===== src/rtl/uart_tx_arbiter.sv =====
// Round-robin arbiter sharing one UART transmitter between NUM_REQ byte producers.
// Ports: clock/reset_n, req_valid/req_data/req_ready from producers, tx_bit/tx_data_byte/tx_done to the transmitter, busy/grant_idx/timeout_err status.
module uart_tx_arbiter #(
  parameter int NUM_REQ        = 4,
  parameter int IDX_W          = 2,
  parameter int TIMEOUT_CYCLES = 65535
) (
  input  logic                 clock,
  input  logic                 reset_n,
  input  logic [NUM_REQ-1:0]   req_valid,
  input  logic [8*NUM_REQ-1:0] req_data,
  output logic [NUM_REQ-1:0]   req_ready,
  output logic                 tx_bit,
  output logic [7:0]           tx_data_byte,
  input  logic                 tx_done,
  output logic                 busy,
  output logic [IDX_W-1:0]     grant_idx,
  output logic                 timeout_err
);

  localparam int WD_W = $clog2(TIMEOUT_CYCLES + 1);
  localparam logic [WD_W-1:0] WD_LAST = WD_W'(TIMEOUT_CYCLES - 1);
  localparam logic [WD_W-1:0] WD_MAX  = '1;

  typedef enum logic [1:0] {
    S_IDLE,
    S_START,
    S_WAIT
  } state_t;

  state_t               r_state;
  logic [IDX_W-1:0]     r_ptr;
  logic [IDX_W-1:0]     r_grant;
  logic [WD_W-1:0]      r_wd;
  logic [NUM_REQ-1:0]   r_ready;
  logic                 r_txbit;
  logic [7:0]           r_byte;
  logic                 r_busy;
  logic                 r_err;

  logic                 w_any;
  logic [IDX_W-1:0]     w_win;
  logic [7:0]           w_byte;
  logic [IDX_W-1:0]     w_ptr_nxt;

  // Lowest valid index overall, then overridden by the lowest
  // valid index at or above ptr: that is the circular search.
  always_comb begin
    w_win  = '0;
    w_byte = 8'h00;
    for (int i = NUM_REQ - 1; i >= 0; i--) begin
      if (req_valid[i]) begin
        w_win  = IDX_W'(i);
        w_byte = req_data[8*i +: 8];
      end
    end
    for (int i = NUM_REQ - 1; i >= 0; i--) begin
      if (req_valid[i] && i >= int'(r_ptr)) begin
        w_win  = IDX_W'(i);
        w_byte = req_data[8*i +: 8];
      end
    end
  end

  assign w_any     = |req_valid;
  assign w_ptr_nxt = (r_grant == IDX_W'(NUM_REQ - 1)) ?
                     '0 : r_grant + 1'b1;

  always_ff @(posedge clock or negedge reset_n) begin
    if (!reset_n) begin
      r_state <= S_IDLE;
      r_ptr   <= '0;
      r_grant <= '0;
      r_wd    <= '0;
      r_ready <= '0;
      r_txbit <= 1'b0;
      r_byte  <= 8'h00;
      r_busy  <= 1'b0;
      r_err   <= 1'b0;
    end else begin
      r_ready <= '0;
      r_txbit <= 1'b0;
      r_err   <= 1'b0;
      unique case (r_state)
        S_IDLE: begin
          if (w_any) begin
            r_state <= S_START;
            r_byte  <= w_byte;
            r_grant <= w_win;
            r_ready <= NUM_REQ'(1) << w_win;
            r_txbit <= 1'b1;
            r_busy  <= 1'b1;
          end
        end
        S_START: begin
          r_state <= S_WAIT;
          r_wd    <= '0;
        end
        S_WAIT: begin
          if (tx_done) begin
            r_state <= S_IDLE;
            r_busy  <= 1'b0;
            r_ptr   <= w_ptr_nxt;
          end else if (r_wd == WD_LAST) begin
            r_state <= S_IDLE;
            r_busy  <= 1'b0;
            r_ptr   <= w_ptr_nxt;
            r_err   <= 1'b1;
          end else if (r_wd != WD_MAX) begin
            r_wd <= r_wd + 1'b1;
          end
        end
        default: begin
          r_state <= S_IDLE;
          r_busy  <= 1'b0;
        end
      endcase
    end
  end

  assign req_ready    = r_ready;
  assign tx_bit       = r_txbit;
  assign tx_data_byte = r_byte;
  assign busy         = r_busy;
  assign grant_idx    = r_grant;
  assign timeout_err  = r_err;

endmodule


===== config.mk =====
export PLATFORM = sky130hd
export DESIGN_NAME = uart_tx_arbiter
export DESIGN_NICKNAME = d
export VERILOG_FILES = /design/src/rtl/uart_tx_arbiter.sv
export SDC_FILE = /design/constraint.sdc
export NUM_CORES = 1
export LEC_CHECK = 0
export ABC_AREA = 1
export CAP_MARGIN = 10
export CORE_AREA = 2 2 79 81
export DETAILED_ROUTE_END_ITERATION = 12
export DIE_AREA = 0 0 81 83
export DONT_BUFFER_PORTS = 1
export MAX_ROUTING_LAYER = met4
export PLACE_DENSITY = 0.6
export SYNTH_ARGS = -nofsm -noshare
export SYNTH_HDL_FRONTEND = slang
export SYNTH_SLANG_ARGS = --single-unit

===== constraint.sdc =====
create_clock -name clock -period 3.65 [get_ports clock]
set_clock_uncertainty 0.1 [all_clocks]
set_input_delay 0.9125 -clock clock [delete_from_list [all_inputs] [get_ports clock]]
set_output_delay 0.9125 -clock clock [all_outputs]
set_load 0.01 [all_outputs]

==> summary.txt <==
Outcome - finished clean
Hpwl dp - 4.24 mm
Post-synthesis xor/xnor area fraction - 2.41%
FF+latch count, synth - 37
Die Width - 81 um
# H-tree levels - 2
Worst reg2reg path depth - 10
Buf/Inv on CP - 2
Number of flops mapped to enable cells by yosys - 0
Setup slack, reg-to-reg - 1600 ps
Simple-gate share of the synthesized area - 42.2%
Area leader, netlist - dfrtp_1
Initial DRC count - 111
Syn avg cell area - 6.70 um2
Max incr delay on CP - 470 ps
Routed Antenna Nets - 0
Chip height - 83 um
Core ar. - 0.00582 mm2
Skew-Pair Late Insertion Delay - 290 ps
Post-Syn Area - 0.00255 mm2
CTS tree - built
Slew Limit Fails - 0
Main flop type after synthesis - dfrtp_1
First-pass GRT wire length - 10.3 mm
Final min period - 2050 ps
Top achievable clock speed - 0.489 GHz
RR Startpoint - r_wd[0]$_DFFE_PN0P_
RSZ-0062 raised after global routing - false
Max-Cap Viols - 0
Slowest CP cell - dfrtp_1
RD Place Congestion - 0.833
Count leader, synth - nand2_1
Crit-path max FO - 19
Crit path DAT - 2130 ps
# IOs - 56
Setup TNS - 0 ps
Starting Density - 43.8%
CP required - 3730 ps
Post_cts resized - 0
Slew @ Worst Pin - 782 ps
ANT cells - 0
Tcrit/Tclk final - 56.0%
Largest family of logic cells by synthesized area - simple AND/OR/NAND/NOR gates
WL/cell - 12.9 um
Commonest cells post-synth - nand2_1, nor2_1, dfrtp_1
Largest net degree at the start of global routing - 38
DRT Pass-1 Iters - 4
Initial antenna violation count - 0
Overall Global Routing Usage - 19.6%
Longest Clk Path Bufs - 2
CP Capture Type - register
Largest cells by area after synthesis - dfrtp_1, nand2_1, nor2_1, nand3_1, inv_1
Synthesis warning total - 0
Core Rows - 28
Power per cell area - 603 mW/mm2
Async S/R FF share, synth - 100%
# DRC - 0
Post-Route WL - 5.80 mm
Slew headroom - 47.8%
RR Endpoint - r_wd[10]$_DFFE_PN0P_
Root Buffer - clkbuf_8
Sequential Area - 926 um2
Mapped Cells - 380
Multi-input gate area - 0.00140 mm2
Fillcell total - 629
CP startpoint kind - register
Crit path kind - reg -> reg
Grt ovf - 0
DR vias/cell - 4.98
LEAKAGE - 1.33 nW
Syn-to-layout area delta - 5.80%
Post-CTS setup buffers - 0
Layout Nets - 417
Share of cells above drive strength 1 - 10.4%
CP Cell Sequence - ha_1 -> inv_1 -> nor2_4 -> nand2_2 -> clkinv_1 -> nand2_2 -> nand3_4 -> nand2_4 -> nand2_1 -> nand2_1
Final setup fails - 0
Post-synthesis mux area share - 0%
Number of global-route vias before repair - 2266
Post-synthesis adder-cell area fraction - 1.47%
Port bufs - 0
Max VDD drop - 0.000309 V
Num CTS Buffers - 5
# hold bufs at CTS - 0
Sequential fraction of the synthesis area - 36.3%
Detailed-route via count - 2247
Hold Vio Cnt, Final - 0
Hold Crit Class - in -> async
Delay-heaviest family, CP - simple AND/OR/NAND/NOR gates
Synth Area in Compound Gates - 8.64%
Syn Nets - 422
Share of the synthesized area in the top cell type - 36.3%
Count of cell types in the netlist - 31
Sink Count - 37
Reg clk slew, reported paths - 80 ps
Die area - 0.00672 mm2
Post-route setup slack - 1600 ps
Worst slack, placed - 1400 ps
[cell usage in the layout (no fill, tap or decap)]
cell       netlist  final
clkinv_1         1      1
nand4_1          6      6
bufinv_16        0      2
o21ai_1          3      3
nor3_1           7      7
o21bai_1         3      3
or2_2            1      1
clkbuf_8         0      5
clkinv_2         0      1
o211ai_1         3      3
nor2_4           2      2
ha_1             3      3
or2_1            2      2
nand2_1        124    124
dfrtp_1         37     37
nand2_2         17     17
inv_1           32     32
nor2_8           1      1
nor2_1          48     48
inv_2            6      6
xnor2_1          2      2
xor2_1           5      5
o21ai_0         22     22
nor2_2           1      1
nand3_1         29     29
nand2_4          1      1
nor3_2           1      1
nand3_4          1      1
a21oi_1         10     10
[cell families (layout without fill, tap and decap cells)]
family	Yosys count	in the layout
AND/OR/NAND/NOR	241	241
adder cells (fa/ha/maj)	3	3
XOR/XNOR	7	7
AO/OA/AOI/OAI	41	41
buffers and inverters	51	47
flip-flops	37	37
[power by group]
part | switching [mW] | total (mW) | internal (mW)
clock network | 0.154 | 0.425 | 0.272
registers | 0.125 | 0.648 | 0.522
logic | 0.387 | 0.553 | 0.166
total | 0.665 | 1.63 | 0.960
[per-stage QoR]
step / instance area [um2] / hold WS (ps) / utilization (%) / cells / power, mW
after global placement: 2560 / 432 / 44.0 / 443 / 1.21
after floorplan: 2550 / 394 / - / 380 / 1.13
after CTS: 2700 / 199 / 46.3 / 451 / 1.65
after detailed placement: 2560 / 436 / 44.0 / 443 / 1.22
final: 2700 / 207 / 46.3 / 451 / 1.63
after global routing: 2700 / 189 / 46.3 / 451 / 1.77
[layout make-up]
cell class | instances | area share, %
clock inverters | 3 | 2.41
flip-flops and latches | 37 | 34.4
inverters | 39 | 5.43
multi-input cells | 292 | 51.8
well taps | 75 | 3.48
clock buffers | 5 | 2.55
[metal layers]
layer  vias up  track usage [%]  part of all wire (%)
met5         -                -                     0
met3         5             4.24                   6.1
met2        57             31.8                    48
met4         0             4.16                  0.67
li1       1185                -                     -
met1      1000             25.0                    45
[flip-flops by register name, summed over array words and instances (netlist names)]
| register | flops |
|---|---|
| busy | 1 |
| timeout_err | 1 |
| r_ptr | 2 |
| tx_data_byte | 8 |
| req_ready | 4 |
| r_state | 2 |
| r_wd | 16 |
| grant_idx | 2 |
| tx_bit | 1 |
[worst max-delay path by stage]
stage                                    from                           to  slack [ps]  cells past startpoint
final                     r_wd[0]$_DFFE_PN0P_         r_wd[10]$_DFFE_PN0P_        1600                     10
after global routing      r_wd[0]$_DFFE_PN0P_         r_wd[10]$_DFFE_PN0P_        1400                     10
after CTS                 r_wd[0]$_DFFE_PN0P_         r_wd[10]$_DFFE_PN0P_        1580                     10
after detailed placement         req_valid[0]     grant_idx[0]$_DFFE_PN0P_        1400                      6
after global placement           req_valid[0]       req_ready[3]$_DFF_PN0_        1450                      6
after floorplan                  req_valid[0]  tx_data_byte[1]$_DFFE_PN0P_        1640                      9
No activity file was read; power rests on OpenSTA's default activity.
